### src/rtl/pulse_stretch_if.sv
// Event-in / level-out signal bundle for pulse_stretch.
// Defining PULSE_STRETCH_ACK_EN adds the ACK input.
interface pulse_stretch_if #(
    parameter int CNT_W  = 8,
    parameter int PEND_W = 2
);
    logic              PULSE_IN;
    logic [CNT_W-1:0]  LEN;
    logic              CLR_OVF;
`ifdef PULSE_STRETCH_ACK_EN
    logic              ACK;
`endif
    logic              LVL_OUT;
    logic              BUSY;
    logic [PEND_W-1:0] PEND_CNT;
    logic              OVF;

`ifdef PULSE_STRETCH_ACK_EN
    modport master (output PULSE_IN, LEN, CLR_OVF, ACK,
                    input  LVL_OUT, BUSY, PEND_CNT, OVF);
    modport slave  (input  PULSE_IN, LEN, CLR_OVF, ACK,
                    output LVL_OUT, BUSY, PEND_CNT, OVF);
`else
    modport master (output PULSE_IN, LEN, CLR_OVF,
                    input  LVL_OUT, BUSY, PEND_CNT, OVF);
    modport slave  (input  PULSE_IN, LEN, CLR_OVF,
                    output LVL_OUT, BUSY, PEND_CNT, OVF);
`endif
endinterface

### src/rtl/pulse_stretch.sv
// Stretches single-cycle events into levels of LEN cycles separated by GAP_CYC low cycles,
// queueing overlapping events. Define PULSE_STRETCH_ACK_EN to make HOLD also wait for ACK.
//
// state | meaning
// IDLE  | no level active, queue empty
// HOLD  | LVL_OUT high, hold counter running down to 1
// GAP   | LVL_OUT forced low, gap counter running down to 1
module pulse_stretch #(
    parameter int CNT_W   = 8,
    parameter int GAP_CYC = 1,
    parameter int PEND_W  = 2
) (
    input logic            CLK,
    input logic            RST,
    pulse_stretch_if.slave bus
);
    localparam int GAP_W = $clog2(GAP_CYC + 1);
    localparam logic [PEND_W-1:0] PEND_MAX = '1;

    typedef enum logic [1:0] {IDLE, HOLD, GAP} state_t;

    state_t            state_q, state_nxt;
    logic [CNT_W-1:0]  hold_cnt, hold_nxt, len_eff;
    logic [GAP_W-1:0]  gap_cnt, gap_nxt;
    logic [PEND_W-1:0] pend_q, pend_nxt;
    logic              ovf_q, ovf_nxt;
    logic              lvl_q, busy_q;
    logic              start, queue, drop, hold_done;

    assign len_eff = (bus.LEN == '0) ? CNT_W'(1) : bus.LEN;

`ifdef PULSE_STRETCH_ACK_EN
    logic ack_seen, ack_nxt;
    assign hold_done = (hold_cnt == CNT_W'(1)) && (ack_seen || bus.ACK);
`else
    assign hold_done = (hold_cnt == CNT_W'(1));
`endif

    always_comb begin
        state_nxt = state_q;
        hold_nxt  = hold_cnt;
        gap_nxt   = gap_cnt;
        pend_nxt  = pend_q;
        start     = 1'b0;
        queue     = 1'b0;
        drop      = 1'b0;
`ifdef PULSE_STRETCH_ACK_EN
        ack_nxt   = ack_seen;
`endif
        case (state_q)
            IDLE: begin
                if (bus.PULSE_IN) start = 1'b1;
            end
            HOLD: begin
                queue = bus.PULSE_IN;
`ifdef PULSE_STRETCH_ACK_EN
                ack_nxt = ack_seen | bus.ACK;
`endif
                if (hold_done) begin
                    state_nxt = GAP;
                    gap_nxt   = GAP_W'(GAP_CYC);
                end else if (hold_cnt != CNT_W'(1)) begin
                    hold_nxt = hold_cnt - CNT_W'(1);
                end
            end
            GAP: begin
                if (gap_cnt == GAP_W'(1)) begin
                    // An event arriving on the dequeue cycle replaces the one being dequeued.
                    if (pend_q != '0 || bus.PULSE_IN) begin
                        start = 1'b1;
                        if (!bus.PULSE_IN) pend_nxt = pend_q - PEND_W'(1);
                    end else begin
                        state_nxt = IDLE;
                    end
                end else begin
                    gap_nxt = gap_cnt - GAP_W'(1);
                    queue   = bus.PULSE_IN;
                end
            end
            default: state_nxt = IDLE;
        endcase

        if (queue) begin
            if (pend_q == PEND_MAX) drop = 1'b1;
            else                    pend_nxt = pend_q + PEND_W'(1);
        end

        if (start) begin
            state_nxt = HOLD;
            hold_nxt  = len_eff;
`ifdef PULSE_STRETCH_ACK_EN
            ack_nxt   = 1'b0;
`endif
        end

        if (drop)             ovf_nxt = 1'b1;
        else if (bus.CLR_OVF) ovf_nxt = 1'b0;
        else                  ovf_nxt = ovf_q;
    end

    always_ff @(posedge CLK or negedge RST) begin
        if (!RST) begin
            state_q  <= IDLE;
            hold_cnt <= '0;
            gap_cnt  <= '0;
            pend_q   <= '0;
            ovf_q    <= 1'b0;
            lvl_q    <= 1'b0;
            busy_q   <= 1'b0;
`ifdef PULSE_STRETCH_ACK_EN
            ack_seen <= 1'b0;
`endif
        end else begin
            state_q  <= state_nxt;
            hold_cnt <= hold_nxt;
            gap_cnt  <= gap_nxt;
            pend_q   <= pend_nxt;
            ovf_q    <= ovf_nxt;
            lvl_q    <= (state_nxt == HOLD);
            busy_q   <= (state_nxt != IDLE);
`ifdef PULSE_STRETCH_ACK_EN
            ack_seen <= ack_nxt;
`endif
        end
    end

    assign bus.LVL_OUT  = lvl_q;
    assign bus.BUSY     = busy_q;
    assign bus.PEND_CNT = pend_q;
    assign bus.OVF      = ovf_q;
endmodule
### src/flat_wrapper.sv
// flat-port wrapper written by rule: the top's interface ports become plain ports
module pulse_stretch_flat 
#(
    parameter int CNT_W   = 8,
    parameter int GAP_CYC = 1,
    parameter int PEND_W  = 2
)
  (CLK, RST, bus_PULSE_IN, bus_LEN, bus_CLR_OVF, bus_LVL_OUT, bus_BUSY, bus_PEND_CNT, bus_OVF);
  pulse_stretch_if #(.CNT_W(CNT_W), .PEND_W(PEND_W)) bus_i ();
  input logic CLK;
  input logic RST;
  input wire logic [$bits(bus_i.PULSE_IN)-1:0] bus_PULSE_IN;
  input wire logic [$bits(bus_i.LEN)-1:0] bus_LEN;
  input wire logic [$bits(bus_i.CLR_OVF)-1:0] bus_CLR_OVF;
  output wire logic [$bits(bus_i.LVL_OUT)-1:0] bus_LVL_OUT;
  output wire logic [$bits(bus_i.BUSY)-1:0] bus_BUSY;
  output wire logic [$bits(bus_i.PEND_CNT)-1:0] bus_PEND_CNT;
  output wire logic [$bits(bus_i.OVF)-1:0] bus_OVF;
  assign bus_i.PULSE_IN = bus_PULSE_IN;
  assign bus_i.LEN = bus_LEN;
  assign bus_i.CLR_OVF = bus_CLR_OVF;
  assign bus_LVL_OUT = bus_i.LVL_OUT;
  assign bus_BUSY = bus_i.BUSY;
  assign bus_PEND_CNT = bus_i.PEND_CNT;
  assign bus_OVF = bus_i.OVF;
  pulse_stretch #(.CNT_W(CNT_W), .GAP_CYC(GAP_CYC), .PEND_W(PEND_W)) u_core (.CLK(CLK), .RST(RST), .bus(bus_i));
endmodule
### config.mk
export PLATFORM = sky130hd
export DESIGN_NAME = pulse_stretch_flat
export DESIGN_NICKNAME = d
export VERILOG_FILES = /design/src/rtl/pulse_stretch_if.sv /design/src/rtl/pulse_stretch.sv /design/src/flat_wrapper.sv
export SDC_FILE = /design/constraint.sdc
export NUM_CORES = 1
export LEC_CHECK = 0
export ABC_AREA = 1
export BUFFER_PORTS_ARGS = -buffer_cell sky130_fd_sc_hd__buf_4
export CORE_MARGIN = 2
export CORE_UTILIZATION = 30
export CTS_CLUSTER_DIAMETER = 120
export CTS_CLUSTER_SIZE = 40
export DETAILED_ROUTE_END_ITERATION = 7
export SYNTH_ARGS = -nofsm -noshare
export SYNTH_HDL_FRONTEND = slang
export SYNTH_SLANG_ARGS = --single-unit
### constraint.sdc
create_clock -name CLK -period 2.03 [get_ports CLK]
set_clock_uncertainty 0.2 [all_clocks]
set_input_delay 0.203 -clock CLK [delete_from_list [all_inputs] [get_ports CLK]]
set_output_delay 0.203 -clock CLK [all_outputs]
set_load 0.05 [all_outputs]
==> out/qor.yml, run 1 <==
critical_path:
  reg2reg_depth: 10
  critPathKind: "reg -> reg"
  path_max_fanout: 12
  crit_arrival_ns: 1.75
  required_ns: 2.01
  crit_buf_inv: 1
  crit_family: "simple AND/OR/NAND/NOR gates"
  critPathLaunchType: "register"
  worst-path-stages: 10
  crit_top_cell: "nand2_4"
  end_kind: "register"
  cp_cell_sequence: "inv_1, ha_1, nand2_1, nand2_2, nand2_4, nand2_4, nand2_4, nor2_8, nand2_1, o21ai_1"
  critPathSlowestCell: "dfrtp_1"
  slowest_delay_ns: 0.41
power:
  pwr-share-seq: 0.253
  static-leakage-power_nw: 0.783
  switchingPower_mw: 1.21
  p_clk_frac: 0.117
  p_comb_frac: 0.631
  internal-power_mw: 1.20
  switching_share: 0.501
  p_total_mw: 2.41
  ir_drop_v: 0.000569
  powerDensity_mw_per_mm2: 1680
timing:
  hold_viol: 0
  tns_ns: 0
  setup_viol: 0
  fin_crit_ns: 1.78
  maxSlewViolCount: 0
  worst_slew_pin_slew_ns: 0.220
  rsz0062_at_grt: "false"
  holdWs_ns: 0.0736
  timing.final.ws_setup_ns: 0.252
  min_period_over_period: 0.876
  slew_headroom: 0.852
  max_freq_mhz: 563
routing:
  route.detailed.drc: 0
  wl_per_cell_microns: 9.68
  drtAntennaViolNets: 0
  drtIter0Drc: 30
  drt-vias-per-instance: 4.32
  vias: 1010
  drt-total-wl_microns: 2270
  drt-pass1-iter-count: 4
grt:
  grt_remaining_overflow: 0
  grtUsageTotal: 0.117
  antenna_found_initial: 0
  grt_pass1_vias: 924
  grt_pass1_wl_microns: 3970
  grt_max_degree: 17
floorplanning:
  row_count: 22
  placeableCoreArea_sq_mm: 0.00372
  start_util: 0.314
  die_area_sq_mm: 0.00441
  die_x_microns: 66.4
  io_pins: 17
  die_h_microns: 66.4
min_path:
  hold_class: "in -> reg"
  hold-path-cell-count: 3
cells_and_area:
  syn_to_final_growth_pct: 22.7
  n_antenna_cell: 0
  nFillCells: 410
  drive_gt1_frac: 0.204
  final_nets: 208
synthesis:
  syn_area_sq_mm: 0.00117
  postSynthCellCount: 163
  synth_mux_area_frac: 0
  synth-seq-area-share: 0.343
  yosysUniqueCellTypes: 21
  synth_xor_area_frac: 0
  synthAdderAreaFrac: 0.0964
  synth_compound_area_frac: 0.0642
  syn_area_per_cell_sq_um: 7.17
  syn-num-nets: 184
  yosys_warnings: 0
  synth-simple-area-share: 0.406
  synth_top_family_by_area: "simple AND/OR/NAND/NOR gates"
  ys_ff_latch: 16
clock_tree:
  insertion_delay_ns: 0.25
  clkSinkCount: 16
  clockBufferDepth: 2
  numCtsBuffers: 3
  clkSlewWorstSetupHoldPaths_ns: 0.06
  clockRootBuffer: "clkbuf_8"
  cts_tree: "yes"
  ctsResizeCount: 0
  cts_max_level: 1
run:
  maxCapViolCount: 0
place:
  post-dp-hpwl_microns: 1820
  dp_slack_ns: 0.252
  port_buffers: 16
  gp_congestion: 0.788
outcome:
  status: "finished clean"
[metrics by stage]
| stage | util | cells | area [sq um] |
|---|---|---|---|
| 2_1_floorplan | - | 163 | 1170 |
| 3_3_place_gp | 0.366 | 228 | 1360 |
| 3_5_place_dp | 0.366 | 228 | 1360 |
| 4_1_cts | 0.386 | 234 | 1430 |
| 5_1_grt | 0.386 | 234 | 1430 |
| 6_report | 0.386 | 234 | 1430 |
[cell usage in the layout (no fill, tap or decap)]
master         count
a21oi_1            1
buf_4             18
clkbuf_8           4
dfrtp_1           16
dlygate4sd3_1      2
ha_1               9
inv_1             25
inv_2              2
nand2_1           51
nand2_2            2
nand2_4            3
nand3_1           15
nand3_2            5
nand4_1            2
nor2_1            13
nor2_4             1
nor2_8             1
o211ai_1           1
o21ai_0            5
o21ai_1            5
o22ai_1            2
or2_1              1
or2_2              2
[cell type report]
type	instances	area (sq um)	share of cell area
Multi-Input combinational cell	119	662	0.462
Sequential cell	16	400	0.279
Timing Repair Buffer	20	155	0.108
Inverter	27	101	0.0707
Tap cell	48	60.1	0.0419
Clock buffer	4	55.1	0.0384
[kinds of logic (layout without fill, tap and decap cells)]
logic type / after synthesis / count (layout)
AND/OR/NAND/NOR: 96 / 96
buffers and inverters: 28 / 51
flip-flops: 16 / 16
AO/OA/AOI/OAI: 14 / 14
adder cells (fa/ha/maj): 9 / 9
[path summary, 6_finish.rpt]
| path | endpoint | slack (ns) | startpoint |
|---|---|---|---|
| min in group asynchronous | u_core.gap_cnt | 0.15 | RST |
| min reg2reg | u_core.bus.OVF | 0.34 | u_core.bus.OVF |
| min | u_core.hold_cnt[4] | 0.07 | bus_LEN[4] |
| max | u_core.hold_cnt[3] | 0.25 | u_core.state_q[0] |
| max in group asynchronous | u_core.hold_cnt[2] | 1.30 | RST |
| max reg2reg | u_core.hold_cnt[3] | 0.25 | u_core.state_q[0] |
[routing by layer]
layer / up-vias / routed length, microns / GRT usage
met4: 0 / 30 / 0.0408
li1: 553 / - / -
met5: - / 0 / 0
met2: 15 / 1000 / 0.178
met1: 438 / 1150 / 0.160
met3: 4 / 76 / 0.0307
[state kept, by name, summed over array words and instances (netlist names), named ones only]
| signal | count |
|---|---|
| u_core.bus.OVF | 1 |
| u_core.bus.LVL_OUT | 1 |
| u_core.gap_cnt | 1 |
| u_core.bus.BUSY | 1 |
| u_core.hold_cnt | 8 |
| u_core.state_q | 2 |
| u_core.bus.PEND_CNT | 1 |
[Yosys cell counts (all sizes together)]
cell type,instances,share of area
ha,9,0.096
nand2,56,0.20
dfrtp,16,0.34
nor2,15,0.069
a21oi,1,0.0043
buf,1,0.0043
nand4,2,0.011
o21ai,10,0.043
nand3,20,0.11
o22ai,2,0.011
o211ai,1,0.0064
inv,27,0.087
or2,3,0.016
[what timing repair did]
action                                 in CTS  in global routing
endpoints found under the hold margin      17                  0
hold buffers                                2                  0
setup buffers                               0                  0
[worst register-to-register path, stage by stage, from the launching register on]
cell and delay (ns):
dfrtp_1 0.41, inv_1 0.11, ha_1 0.24, nand2_1 0.08, nand2_2 0.08, nand2_4 0.10
nand2_4 0.10, nand2_4 0.06, nor2_8 0.17, nand2_1 0.07, o21ai_1 0.08
[power by group through the flow]
stage,Clock (mW),Combinational [mW],Sequential (mW)
finish,0.282,1.52,0.610
global route,0.307,1.74,0.635
CTS,0.297,1.54,0.607
detailed placement,0,1.53,0.610
global placement,0,1.53,0.610
floorplan,0,1.04,0.750
Note: power is estimated with default switching activity, not from simulation.
==> inputs of run 2 (changes only) <==
==> constraint.sdc (replaced) <==
create_clock -name CLK -period 2.03 [get_ports CLK]
set_clock_uncertainty 0.2 [all_clocks]
set_input_delay 0.406 -clock CLK [delete_from_list [all_inputs] [get_ports CLK]]
set_output_delay 0.406 -clock CLK [all_outputs]
set_load 0.05 [all_outputs]
==> run 2 against run 1 <==
- maximum frequency is essentially flat
- non-clock buffer count shrank 1
- utilization is 0.27 points lower
- critical path type unchanged
- critical endpoint unchanged
- largest cell class unchanged
==> out/qor.yml, run 2 (synthesis gave the netlist of run 1 again) <==
critical_path:
  crit_arrival_ns: 1.75  # about the same
  crit_buf_inv: 1  # unchanged
  reg2reg_depth: 10  # unchanged
  slowest_delay_ns: 0.41  # about the same
  critPathSlowestCell: "dfrtp_1"  # unchanged
  path_max_fanout: 12  # unchanged
  critPathKind: "reg -> reg"  # unchanged
  endpoint: "u_core.hold_cnt[3]"  # unchanged
  end_kind: "register"  # unchanged
  critPathLaunchType: "register"  # unchanged
  critPathLaunch: "u_core.state_q[0]"  # unchanged
  required_ns: 2.01  # about the same
  cp_cell_sequence: "inv_1, ha_1, nand2_1, nand2_2, nand2_4, nand2_4, nand2_4, nor2_8, nand2_1, o21ai_1"  # unchanged
  worst-path-stages: 10  # unchanged
  regToRegSetupSlack_ns: 0.25  # about the same
  crit_family: "simple AND/OR/NAND/NOR gates"  # unchanged
  r2r_end: "u_core.hold_cnt[3]"  # unchanged
  crit_top_cell: "nand2_4"  # unchanged
  r2r_start: "u_core.state_q[0]"  # unchanged
clock_tree:
  cts_tree: "yes"  # unchanged
  insertion_delay_ns: 0.25  # about the same
  clkSlewWorstSetupHoldPaths_ns: 0.06  # about the same
  clkSinkCount: 16  # unchanged
  numCtsBuffers: 3  # unchanged
  clockRootBuffer: "clkbuf_8"  # unchanged
  ctsResizeCount: 0  # unchanged
  cts_max_level: 1  # unchanged
  clockBufferDepth: 2  # unchanged
cells_and_area:
  fin_area_sq_mm: 0.00142  # was 0.00143 sq mm
  final_cell_mix: "nand2_1, inv_1, buf_4"  # unchanged
  nFillCells: 412  # was 410
  layout_commonest_cell: "nand2_1"  # unchanged
  drive_gt1_frac: 0.205  # was 0.204
  n_antenna_cell: 0  # unchanged
  top_regs: "u_core.hold_cnt x8, u_core.state_q x2"  # unchanged
  regMostFlops: "u_core.hold_cnt"  # unchanged
  final_nets: 207  # was 208
  multi_input_area_sq_um: 662  # unchanged
  largest_register_ffs: 8  # unchanged
  syn_to_final_growth_pct: 21.8  # was 22.7%
  area.sequential_sq_um: 400  # unchanged
routing:
  drt-pass1-iter-count: 4  # unchanged
  drtAntennaViolNets: 0  # unchanged
  drt-vias-per-instance: 4.32  # about the same
  drt-total-wl_microns: 2260  # was 2270 microns
  vias: 1006  # was 1010
  route.detailed.drc: 0  # unchanged
  drtIter0Drc: 32  # was 30
  wl_per_cell_microns: 9.69  # was 9.68 microns
power:
  powerDensity_mw_per_mm2: 1690  # was 1680 mW/mm^2
  ir_drop_v: 0.000569  # about the same
  static-leakage-power_nw: 0.779  # was 0.783 nW
floorplanning:
  die_x_microns: 66.4  # unchanged
  start_util: 0.314  # unchanged
  die_area_sq_mm: 0.00441  # unchanged
  row_count: 22  # unchanged
  placeableCoreArea_sq_mm: 0.00372  # unchanged
  io_pins: 17  # unchanged
  die_h_microns: 66.4  # unchanged
run:
  maxCapViolCount: 0  # unchanged
timing:
  max_freq_mhz: 562  # was 563 MHz
  worst_slew_pin_slew_ns: 0.220  # unchanged
  setup_viol: 0  # unchanged
  min_period_over_period: 0.876  # about the same
  fin_crit_ns: 1.78  # about the same
  maxSlewViolCount: 0  # unchanged
  tns_ns: 0  # unchanged
  rsz0062_at_grt: "false"  # unchanged
  slew_headroom: 0.852  # unchanged
  hold_viol: 0  # unchanged
min_path:
  hold_class: "in -> reg"  # unchanged
grt:
  grt_max_degree: 17  # unchanged
  grtUsageTotal: 0.117  # unchanged
  grt_remaining_overflow: 0  # unchanged
  grt_pass1_wl_microns: 3970  # unchanged
  grt_pass1_vias: 924  # unchanged
  antenna_found_initial: 0  # unchanged
outcome:
  status: "finished clean"  # unchanged
place:
  postPlaceCellArea_sq_mm: 0.00136  # unchanged
  post-dp-hpwl_microns: 1820  # unchanged
  gp_congestion: 0.788  # unchanged
  port_buffers: 16  # unchanged
-- run 2: cell count changes in the layout (fill, tap and decap cells not counted), sizes merged --
cell	previous run	this run
dlygate4sd3	2	1
-- run 2: worst min-delay path by stage --
stage | slack, ns | to | cells after the start | from
finish | 0.15 | u_core.bus.OVF | 2 | bus_CLR_OVF
detailed placement | 0.08 | u_core.bus.LVL_OUT | 1 | RST
floorplan | -0.09 | async pin | 0 | RST
global placement | 0.08 | u_core.bus.LVL_OUT | 1 | RST
CTS | 0.15 | u_core.bus.OVF | 2 | bus_CLR_OVF
global route | 0.16 | u_core.bus.OVF | 2 | bus_CLR_OVF
-- run 2: layer usage --
layer | GRT usage | wire length [microns] | vias up
li1 | - | - | 551
met1 | 0.160 | 1150 | 436
met2 | 0.178 | 999 | 15
met3 | 0.0307 | 76 | 4
met4 | 0.0408 | 30 | 0
met5 | 0 | 0 | -
-- run 2: final cells by class --
type,count,area share
clock buffer,4,0.0387
tap,48,0.0422
inverter,27,0.0712
multi-input combinational,119,0.465
timing repair buffer,19,0.102
sequential,16,0.281
-- run 2: power breakdown --
| group | leakage, nW | internal, mW | switching, mW |
|---|---|---|---|
| sequential | 0.192 | 0.480 | 0.130 |
| clock | 0.0288 | 0.172 | 0.110 |
| combinational | 0.558 | 0.550 | 0.971 |
| total | 0.779 | 1.20 | 1.21 |
-- run 2: through the flow --
stage	util	setup slack, ns	power [mW]	instances	hold WS, ns
after floorplan	-	0.131	1.79	163	-0.0896
after global placement	0.366	0.273	2.14	228	0.0826
after detailed placement	0.366	0.252	2.14	228	0.0821
after CTS	0.383	0.241	2.44	233	0.147
after global routing	0.383	0.0975	2.68	233	0.163
final	0.383	0.252	2.41	233	0.151
-- run 2: repair_timing --
| action | in CTS | in global routing |
|---|---|---|
| endpoints found under the hold margin | 16 | 0 |
| hold buffers | 1 | 0 |
| setup buffers | 0 | 0 |
